File: src/rtl/led_scan_sequencer_pkg.sv
// Shared types for the LED scan sequencer: command opcodes and FSM states.
package led_seq_pkg;

    typedef enum logic [1:0] {
        CMD_STOP    = 2'd0,
        CMD_RUN     = 2'd1,
        CMD_STEP    = 2'd2,
        CMD_SET_DIV = 2'd3
    } cmd_op_t;

    typedef enum logic [1:0] {
        S_IDLE = 2'd0,
        S_RUN  = 2'd1,
        S_STEP = 2'd2
    } seq_state_t;

endpackage

File: src/rtl/led_scan_sequencer_if.sv
// Valid/ready command port of the LED scan sequencer.
// The host drives the master side; the sequencer is the slave.
interface led_scan_sequencer_if
    import led_seq_pkg::*;
#(
    parameter int unsigned DIV_WIDTH = 16
) ();

    logic                 cmd_valid;
    logic                 cmd_ready;
    cmd_op_t              cmd_op;
    logic [DIV_WIDTH-1:0] cmd_arg;

    modport master (
        output cmd_valid,
        output cmd_op,
        output cmd_arg,
        input  cmd_ready
    );

    modport slave (
        input  cmd_valid,
        input  cmd_op,
        input  cmd_arg,
        output cmd_ready
    );

endinterface

File: src/rtl/led_scan_sequencer_prescaler.sv
// Programmable prescaler: holds the divider and a free-running count that
// wraps at the divider value. tick_o is combinational on the current count so
// the caller can register it into a strobe one cycle later.
module led_seq_prescaler #(
    parameter int unsigned DIV_WIDTH   = 16,
    parameter int unsigned DEFAULT_DIV = 999
) (
    input  logic                 clk_i,
    input  logic                 reset_i,
    input  logic                 load_i,
    input  logic [DIV_WIDTH-1:0] load_val_i,
    input  logic                 clear_i,
    input  logic                 enable_i,
    output logic                 tick_o
);

    logic [DIV_WIDTH-1:0] div_q, div_d;
    logic [DIV_WIDTH-1:0] cnt_q, cnt_d;

    assign tick_o = enable_i && (cnt_q == div_q);

    // Next divider and count: a load or clear restarts the count from zero.
    always_comb begin
        div_d = div_q;
        cnt_d = cnt_q;
        if (load_i) begin
            div_d = load_val_i;
        end
        if (clear_i || load_i) begin
            cnt_d = '0;
        end else if (enable_i) begin
            cnt_d = tick_o ? '0 : cnt_q + 1'b1;
        end
    end

    // Divider and count registers with synchronous reset.
    always_ff @(posedge clk_i) begin
        if (reset_i) begin
            div_q <= DIV_WIDTH'(DEFAULT_DIV);
            cnt_q <= '0;
        end else begin
            div_q <= div_d;
            cnt_q <= cnt_d;
        end
    end

endmodule

File: src/rtl/led_scan_sequencer.sv
// LED scan sequencer: paces the scanner's one-cycle advance strobe from a
// programmable prescaler, accepts STOP/RUN/STEP/SET_DIV commands and tracks the
// position inside the bounce period.
// Optional feature macro: LED_SEQ_CYCLE_LIMIT_EN (RUN's cmd_arg limits the
// number of full bounce cycles; 0 runs forever).
module led_scan_sequencer
    import led_seq_pkg::*;
#(
    parameter int unsigned DIV_WIDTH       = 16,
    parameter int unsigned DEFAULT_DIV     = 999,
    parameter int unsigned STEPS_PER_CYCLE = 10,
    localparam int unsigned IDX_W          = $clog2(STEPS_PER_CYCLE)
) (
    input  logic                 clk_i,
    input  logic                 reset_i,
    led_scan_sequencer_if.slave  cmd,
    output logic                 advance_o,
    output logic                 running_o,
    output logic [IDX_W-1:0]     step_idx_o,
    output logic                 cycle_done_o
);

    seq_state_t       state_q, state_d;
    logic             adv_q, adv_d;
    logic             done_q, done_d;
    logic [IDX_W-1:0] idx_q, idx_d;

    logic accept;
    logic acc_run, acc_stop, acc_step, acc_set_div;
    logic tick_raw, tick;
    logic limit_hit;

    assign cmd.cmd_ready = (state_q != S_STEP);
    assign accept        = cmd.cmd_valid && cmd.cmd_ready;
    assign acc_run       = accept && (cmd.cmd_op == CMD_RUN);
    assign acc_stop      = accept && (cmd.cmd_op == CMD_STOP);
    assign acc_step      = accept && (cmd.cmd_op == CMD_STEP);
    assign acc_set_div   = accept && (cmd.cmd_op == CMD_SET_DIV);

`ifdef LED_SEQ_CYCLE_LIMIT_EN
    logic [DIV_WIDTH-1:0] rem_q, rem_d;

    // The cycle_done that consumes the last remaining cycle ends the run; the
    // tick coinciding with it is suppressed so no extra advance leaks out.
    assign limit_hit = (state_q == S_RUN) && done_q && (rem_q == DIV_WIDTH'(1));

    // Remaining-cycles counter: reload on RUN, clear on STOP, count cycle_done.
    always_comb begin
        rem_d = rem_q;
        if ((state_q == S_RUN) && done_q && (rem_q != '0)) begin
            rem_d = rem_q - 1'b1;
        end
        if (acc_stop) begin
            rem_d = '0;
        end else if (acc_run) begin
            rem_d = cmd.cmd_arg;
        end
    end

    // Remaining-cycles register.
    always_ff @(posedge clk_i) begin
        if (reset_i) begin
            rem_q <= '0;
        end else begin
            rem_q <= rem_d;
        end
    end
`else
    assign limit_hit = 1'b0;
`endif

    assign tick = tick_raw && !limit_hit;

    led_seq_prescaler #(
        .DIV_WIDTH   (DIV_WIDTH),
        .DEFAULT_DIV (DEFAULT_DIV)
    ) u_prescaler (
        .clk_i      (clk_i),
        .reset_i    (reset_i),
        .load_i     (acc_set_div),
        .load_val_i (cmd.cmd_arg),
        .clear_i    ((state_q != S_RUN) || acc_run || acc_stop),
        .enable_i   (state_q == S_RUN),
        .tick_o     (tick_raw)
    );

    // FSM next state and advance strobe; a tick due this cycle is honoured
    // even when a command changes the mode at the same edge.
    always_comb begin
        state_d = state_q;
        adv_d   = 1'b0;
        case (state_q)
            S_IDLE: begin
                if (acc_run) begin
                    state_d = S_RUN;
                end else if (acc_step) begin
                    state_d = S_STEP;
                    adv_d   = 1'b1;
                end
            end
            S_RUN: begin
                adv_d = tick;
                if (acc_stop) begin
                    state_d = S_IDLE;
                end else if (acc_run) begin
                    state_d = S_RUN;
                end else if (limit_hit) begin
                    state_d = S_IDLE;
                end
            end
            S_STEP: begin
                state_d = S_IDLE;
            end
            default: begin
                state_d = S_IDLE;
            end
        endcase
    end

    // Position within the bounce period, updated together with the strobe.
    always_comb begin
        idx_d  = idx_q;
        done_d = 1'b0;
        if (adv_d) begin
            if (idx_q == IDX_W'(STEPS_PER_CYCLE - 1)) begin
                idx_d  = '0;
                done_d = 1'b1;
            end else begin
                idx_d = idx_q + 1'b1;
            end
        end
    end

    // State and output registers with synchronous reset.
    always_ff @(posedge clk_i) begin
        if (reset_i) begin
            state_q <= S_IDLE;
            adv_q   <= 1'b0;
            done_q  <= 1'b0;
            idx_q   <= '0;
        end else begin
            state_q <= state_d;
            adv_q   <= adv_d;
            done_q  <= done_d;
            idx_q   <= idx_d;
        end
    end

    assign advance_o    = adv_q;
    assign cycle_done_o = done_q;
    assign step_idx_o   = idx_q;
    assign running_o    = (state_q == S_RUN);

endmodule
File: src/flat_wrapper.sv
// flat-port wrapper written by rule: the top's interface ports become plain ports
module led_scan_sequencer_flat import led_seq_pkg::*;
#(
    parameter int unsigned DIV_WIDTH       = 16,
    parameter int unsigned DEFAULT_DIV     = 999,
    parameter int unsigned STEPS_PER_CYCLE = 10,
    localparam int unsigned IDX_W          = $clog2(STEPS_PER_CYCLE)
)
  (clk_i, reset_i, advance_o, running_o, step_idx_o, cycle_done_o, cmd_cmd_valid, cmd_cmd_op, cmd_cmd_arg, cmd_cmd_ready);
  led_scan_sequencer_if #(.DIV_WIDTH(DIV_WIDTH)) cmd_i ();
  input  logic clk_i;
  input  logic reset_i;
  output logic advance_o;
  output logic running_o;
  output logic [IDX_W-1:0] step_idx_o;
  output logic cycle_done_o;
  input wire logic [$bits(cmd_i.cmd_valid)-1:0] cmd_cmd_valid;
  input wire logic [$bits(cmd_i.cmd_op)-1:0] cmd_cmd_op;
  input wire logic [$bits(cmd_i.cmd_arg)-1:0] cmd_cmd_arg;
  output wire logic [$bits(cmd_i.cmd_ready)-1:0] cmd_cmd_ready;
  assign cmd_i.cmd_valid = cmd_cmd_valid;
  assign cmd_i.cmd_op = cmd_cmd_op;
  assign cmd_i.cmd_arg = cmd_cmd_arg;
  assign cmd_cmd_ready = cmd_i.cmd_ready;
  led_scan_sequencer #(.DIV_WIDTH(DIV_WIDTH), .DEFAULT_DIV(DEFAULT_DIV), .STEPS_PER_CYCLE(STEPS_PER_CYCLE)) u_core (.clk_i(clk_i), .reset_i(reset_i), .cmd(cmd_i), .advance_o(advance_o), .running_o(running_o), .step_idx_o(step_idx_o), .cycle_done_o(cycle_done_o));
endmodule
File: config.mk
export PLATFORM = sky130hd
export DESIGN_NAME = led_scan_sequencer_flat
export DESIGN_NICKNAME = d
export VERILOG_FILES = /design/src/rtl/led_scan_sequencer_pkg.sv /design/src/rtl/led_scan_sequencer_if.sv /design/src/rtl/led_scan_sequencer_prescaler.sv /design/src/rtl/led_scan_sequencer.sv /design/src/flat_wrapper.sv
export SDC_FILE = /design/constraint.sdc
export NUM_CORES = 1
export LEC_CHECK = 0
export CAP_MARGIN = 20
export CORE_MARGIN = 4
export CORE_UTILIZATION = 50
export DETAILED_ROUTE_END_ITERATION = 6
export PLACE_DENSITY = 0.83
export SYNTH_ARGS = -nofsm -noshare
export SYNTH_HDL_FRONTEND = slang
export SYNTH_SLANG_ARGS = --single-unit
File: constraint.sdc
create_clock -name clk_i -period 1.72 [get_ports clk_i]
set_input_delay 0.344 -clock clk_i [delete_from_list [all_inputs] [get_ports clk_i]]
set_output_delay 0.344 -clock clk_i [all_outputs]
set_load 0.01 [all_outputs]
==> metrics, run 1 <==
status finished, final reports clean; mean area per synthesized cell 8.53 µm²; count of warnings emitted by yosys 0; Via density 5.08; largest net degree at the start of global routing 17; Met3 Wirelength 135 µm; worst-case reg-to-reg path depth 6; synthesized flop and latch total 40; Max-Cap Viols 0; slowest CP cell clkdlybuf4s50_1; ant diodes 0; Inserted Clock Buffers 5; Final ANT Viol Nets 0; most frequent cell after synthesis nand2_1; crit path to step_idx_o[3]; VDD IR-drop max 0.506 mV; initial core utilization 53.2%; CTS Hold Bufs 0; final worst-path cycle share 97.3%; CTS tree done; Port Buffers 28; Post-synth EDFFs 0; Die Area 0.00466 mm²; die height 68.3 µm; Multi-input gate area 961 µm²; layout cell share with drive strength beyond 1 15.7%; critical path endpoint category primary output; H-tree depth 2; Cells after Synth 213; Async SR Flop Fraction 0%; Detailed Routing Iterations Pass 1 4; critical path type reg -> out; Clk pin slew, worst setup/hold paths 0.13 ns; crit-path max FO 4; Netlist Area Pre-Place 0.00182 mm²; die width 68.3 µm; Top delay family on crit path buffers and inverters; RR Endpoint u_core.u_prescaler.cnt_q[7]$_SDFFE_PP0N_; final wirelength 3920 µm; GR Overflow Total 0; CP max stage delay 0.56 ns; Max Buffers Root-to-Sink 2; cell row count 21; CP Buf/Inv Count 1; Via Count 1,560; DRT iter0 DRCs 86; fin crit period 1.67 ns; post-synth net total 235; type of the tightest min-delay check reg -> reg; Final nets 282; Tot Pwr 1.65 mW; Synth area leaders dfxtp_1 (44%), xnor2_1 (9.6%), nand2_1 (8.7%), xor2_1 (5.3%), nor2_1 (4.1%); sequential area share after synthesis 44.1%; top-area cell type share of the netlist area 44.1%; Slew headroom 75.9%; Setup crit start kind flip-flop; clk_lat worst skew 0.36 ns; Slew Limit Fails 0; power density over cell area 697 mW/mm²; Clock Skews 0.0162 ns; Crit. Startpoint u_core.step_idx_o[3]$_SDFFE_PP0P_; area grow syn2layout 30.0%; ys flop type dfxtp_1; vias in the first global route 1,462; WL per Instance 12.8 µm; routed wl met2 1930 µm; met1 wire length 1800 µm; FF-to-FF Start u_core.u_prescaler.cnt_q[12]$_SDFFE_PP0N_; internal reg-to-reg setup slack 0.07 ns; # IOs 29; first-pass GRT wire length 6510 µm; setup TNS 0 ns; Worst path depth 1; worst path required time 1.38 ns; top post-synthesis cells by count nand2_1 (42), dfxtp_1 (40), nor2_1 (20), xnor2_1 (20), xor2_1 (11); Leak Pwr 0.857 nW; CP cell instances clkdlybuf4s50_1; WP data arrival 1.33 ns; final setup violation count 0; uppermost layer routed met4; final hold viol count 0; CTS Sinks 40; Synth cell types 33; fmax 0.597 GHz; utilization after layout 69.2%; initial antenna violation count 0; post-DP HPWL 2960 µm; Worst-Margin Slew 0.358 ns; DR DRC count 0; FILL cells 286; post-synth top area cell dfxtp_1; register area 807 µm²; root buffer cell clkbuf_4; placer's final routability congestion estimate 0.816; GRT Total Usage 19.0%; Core Area 0.00342 mm²
[logic make-up after synthesis]
family | after synthesis | share of synthesized area, %
buf+inv | 15 | 3.86
xor+xnor | 31 | 14.9
flops | 40 | 44.1
compound gates | 17 | 5.58
fa+ha+maj | 1 | 0.689
simple gates | 109 | 30.9
[flip-flops by register name, indices dropped and copies added (netlist names)]
register,count
u_core.u_prescaler.cnt_q,16
u_core.u_prescaler.div_q,16
u_core.step_idx_o,4
u_core.state_q,2
u_core.advance_o,1
u_core.cycle_done_o,1
[per-layer routing]
metal  vias up  global-route usage [%]
met2        29                    33.6
li1        808                       -
met3         5                    3.45
met4         0                    8.19
met1       718                    22.2
met5         -                       0
[area by class of cell]
class | count | area share (%)
Inverter | 5 | 0.794
Sequential cell | 40 | 34.2
Tap cell | 46 | 2.44
Timing Repair Buffer | 50 | 19.3
Clock inverter | 1 | 0.318
Multi-Input combinational cell | 158 | 40.7
Clock buffer | 7 | 2.33
[timing repair]
item / in CTS / in global routing
pin swaps: 0 / 1
setup buffers: 0 / 0
endpoints found under the setup margin: 4 / 20
gates resized for setup: 7 / 4
[worst min-delay path by stage]
stage | from | end | depth (start not counted)
final | u_core.u_prescaler.div_q[14]$_SDFFE_PP0P_ | u_core.u_prescaler.div_q[14]$_SDFFE_PP0P_ | 2
after floorplan | u_core.u_prescaler.cnt_q[0]$_SDFFE_PP0N_ | u_core.u_prescaler.cnt_q[0]$_SDFFE_PP0N_ | 1
after global placement | u_core.u_prescaler.cnt_q[0]$_SDFFE_PP0N_ | u_core.u_prescaler.cnt_q[0]$_SDFFE_PP0N_ | 1
after detailed placement | u_core.u_prescaler.div_q[15]$_SDFFE_PP0P_ | u_core.u_prescaler.div_q[15]$_SDFFE_PP0P_ | 2
after CTS | u_core.u_prescaler.div_q[13]$_SDFFE_PP0P_ | u_core.u_prescaler.div_q[13]$_SDFFE_PP0P_ | 2
after global routing | u_core.u_prescaler.div_q[4]$_SDFFE_PP0P_ | u_core.u_prescaler.div_q[4]$_SDFFE_PP0P_ | 2
[placed cells by master (no fill, tap or decap), types with 7 or more instances in the layout]
cell             count
a21oi_1              9
buf_4               21
clkdlybuf4s50_1     26
dfxtp_1             35
nand2_1             42
nand3b_1             9
nand4_1              7
nor2_1              20
xnor2_1             20
xor2_1              11
[stage by stage]
step / hold slack (ns) / area (µm²) / setup slack [ns] / instances
global route: 0.506 / 2360 / -0.00865 / 307
floorplan: 0.437 / 1820 / 0.190 / 213
CTS: 0.483 / 2350 / 0.0131 / 307
detailed placement: 0.462 / 2280 / -0.207 / 299
finish: 0.483 / 2360 / 0.0461 / 307
global placement: 0.450 / 2280 / -0.153 / 299
[report_power, final]
part / switching [mW] / leakage (nW) / internal (mW)
sequential: 0.0194 / 0.327 / 0.949
clock: 0.309 / 0.0315 / 0.200
combinational: 0.0694 / 0.498 / 0.0994
(Power assumes the default switching activity.)
==> run 2, diff against run 1 <==
--- a/config.mk
+++ b/config.mk
@@ -6,10 +6,10 @@
 export NUM_CORES = 1
 export LEC_CHECK = 0
 export CAP_MARGIN = 20
-export CORE_MARGIN = 4
+export CORE_MARGIN = 5
 export CORE_UTILIZATION = 50
 export DETAILED_ROUTE_END_ITERATION = 6
-export PLACE_DENSITY = 0.83
+export PLACE_DENSITY = 0.84
 export SYNTH_ARGS = -nofsm -noshare
 export SYNTH_HDL_FRONTEND = slang
 export SYNTH_SLANG_ARGS = --single-unit
==> metrics, run 2 (same netlist as run 1, synthesis figures left out) <==
Multi-input gate area 980 µm² (+2.0%); utilization after layout 66.8% (-2.4 points); CTS Sinks 40 (unchanged); H-tree depth 2 (unchanged); Clock Skews 0.00625 ns (-0.00997 ns); # IOs 29 (unchanged); Setup crit start kind flip-flop; root buffer cell clkbuf_4; Clk pin slew, worst setup/hold paths 0.11 ns (-0.02 ns); Final ANT Viol Nets 0 (unchanged); Via density 5.12 (+0.75%); Worst-Margin Slew 0.345 ns (-0.0132 ns); Min Hold Slack 0.483 ns (+0.0000660 ns); FILL cells 298 (+4.2%); fmax 0.589 GHz (-1.4%); Core Area 0.00358 mm² (+4.8%); DR DRC count 0 (unchanged); Met3 Wirelength 209 µm (+55%); final setup violation count 0 (unchanged); Slew headroom 76.8% (+0.86 points); CTS Hold Bufs 0 (unchanged); first-pass GRT wire length 7270 µm (+12%); Port Buffers 28 (unchanged); clk_lat worst skew 0.34 ns (-0.02 ns); type of the tightest min-delay check reg -> reg; CTS tree done; Via Count 1,587 (+1.7%); final hold viol count 0 (unchanged); slowest CP cell dfxtp_1; critical path endpoint category flip-flop; placer's final routability congestion estimate 0.826 (+1.3%); CP max stage delay 0.42 ns (-0.14 ns); Max-Cap Viols 0 (unchanged); area grow syn2layout 31.5%; routed wl met2 2120 µm (+9.9%); WP data arrival 1.93 ns (+0.60 ns); Final nets 283 (+0.35%); critical path type reg -> reg; die width 70.3 µm (+2.9%); Tot Pwr 1.63 mW (-0.99%); Detailed Routing Iterations Pass 1 4 (unchanged); layout cell share with drive strength beyond 1 17.2% (+1.5 points); GR Overflow Total 0 (unchanged); CP most frequent cell nand4_1; met1 wire length 1840 µm (+1.9%); GRT Total Usage 18.5% (-0.47 points); WL per Instance 13.8 µm (+7.7%); largest net degree at the start of global routing 17 (unchanged); most frequent cells in the layout nand2_1 (42), dfxtp_1 (33), clkdlybuf4s50_1 (26), buf_4 (22); ant diodes 0 (unchanged); Slew Limit Fails 0 (unchanged); Inserted Clock Buffers 5 (unchanged); post-DP HPWL 3090 µm (+4.3%); final wirelength 4260 µm (+8.7%); status finished, final reports clean; initial core utilization 50.8% (-2.4 points); initial antenna violation count 0 (unchanged); Die Area 0.00494 mm² (+5.9%); VDD IR-drop max 0.592 mV (+17%); power density over cell area 682 mW/mm² (-2.1%); cell row count 22 (+4.8%); Max Buffers Root-to-Sink 2 (unchanged); CP cell instances xnor2_1 -> nand4_1 -> nor3_2 -> nand4_1 -> buf_4 -> nand4b_4 -> buf_12 -> nor2_1; dpl ws -0.194 ns (+0.0130 ns); fin crit period 1.70 ns (+0.0242 ns); crit-path max FO 16 (+12); register area 810 µm² (+0.31%); die height 70.3 µm (+2.9%); leading cell type in the layout, fill and taps excluded nand2_1; uppermost layer routed met4; worst path required time 1.96 ns (+0.58 ns); DRT iter0 DRCs 61 (-29%); vias in the first global route 1,612 (+10%); setup TNS 0 ns (unchanged); PnR worst setup slack 0.0219 ns (-0.0242 ns); Leak Pwr 0.870 nW (+1.6%); final worst-path cycle share 98.7% (+1.4 points)
-- run 2: cell types whose count changed in the layout (fill, tap and decap cells not counted) --
cell | before | now
clkbuf_1 | 1 | 2
nand4b_4 | 0 | 1
nor4_2 | 1 | 2
dfxtp_2 | 5 | 7
clkinvlp_4 | 1 | 0
nand4b_2 | 1 | 0
nor4_1 | 2 | 1
a21boi_2 | 0 | 1
buf_4 | 21 | 22
a21boi_1 | 1 | 0
dfxtp_1 | 35 | 33
-- run 2: final timing paths --
kind / startpoint / end / slack (ns) / cells after the start
min: u_core.u_prescaler.div_q[15]$_SDFFE_PP0P_ / u_core.u_prescaler.div_q[15]$_SDFFE_PP0P_ / 0.48 / 2
max: u_core.u_prescaler.cnt_q[6]$_SDFFE_PP0N_ / u_core.u_prescaler.cnt_q[4]$_SDFFE_PP0N_ / 0.02 / 8
min reg2reg: u_core.u_prescaler.div_q[15]$_SDFFE_PP0P_ / u_core.u_prescaler.div_q[15]$_SDFFE_PP0P_ / 0.48 / 2
max reg2reg: u_core.u_prescaler.cnt_q[6]$_SDFFE_PP0N_ / u_core.u_prescaler.cnt_q[4]$_SDFFE_PP0N_ / 0.02 / 8
-- run 2: where the power goes --
| part | total [mW] | internal (mW) | switching, mW |
|---|---|---|---|
| logic | 0.170 | 0.0986 | 0.0713 |
| registers | 0.968 | 0.949 | 0.0191 |
| clock network | 0.492 | 0.202 | 0.290 |
-- run 2: metal layers --
layer  track usage, %  vias up
met1             21.6      732
met3             5.32       13
met2             31.0       38
met4             8.72        0
li1                 -      804
met5                0        -
-- run 2: what timing repair did --
| item | 4_1_cts | 5_1_grt |
|---|---|---|
| resized for setup | 9 | 7 |
| buffers inserted | 1 | 2 |
| setup endpoints to repair | 23 | 23 |
| cloned | 0 | 0 |
| pin swaps | 0 | 4 |
-- run 2: critical path, delay by kind of cell, from the launching register on --
| family | cells | cell delay [ns] |
|---|---|---|
| and+or+nand+nor | 5 | 0.70 |
| DFF | 1 | 0.42 |
| buffers and inverters | 2 | 0.34 |
| xor gates and xnor gates | 1 | 0.14 |
-- run 2: metrics by stage --
stage	cell area, µm²	cells
after floorplan	1820	213
after global placement	2270	299
after detailed placement	2270	299
after CTS	2350	308
after global routing	2390	310
final	2390	310
-- run 2: layout make-up --
type	count	share of cell area, %
multi-input combinational	158	41.0
sequential	40	33.9
timing repair buffer	51	19.4
tap	48	2.51
clock buffer	8	2.46
inverter	5	0.785
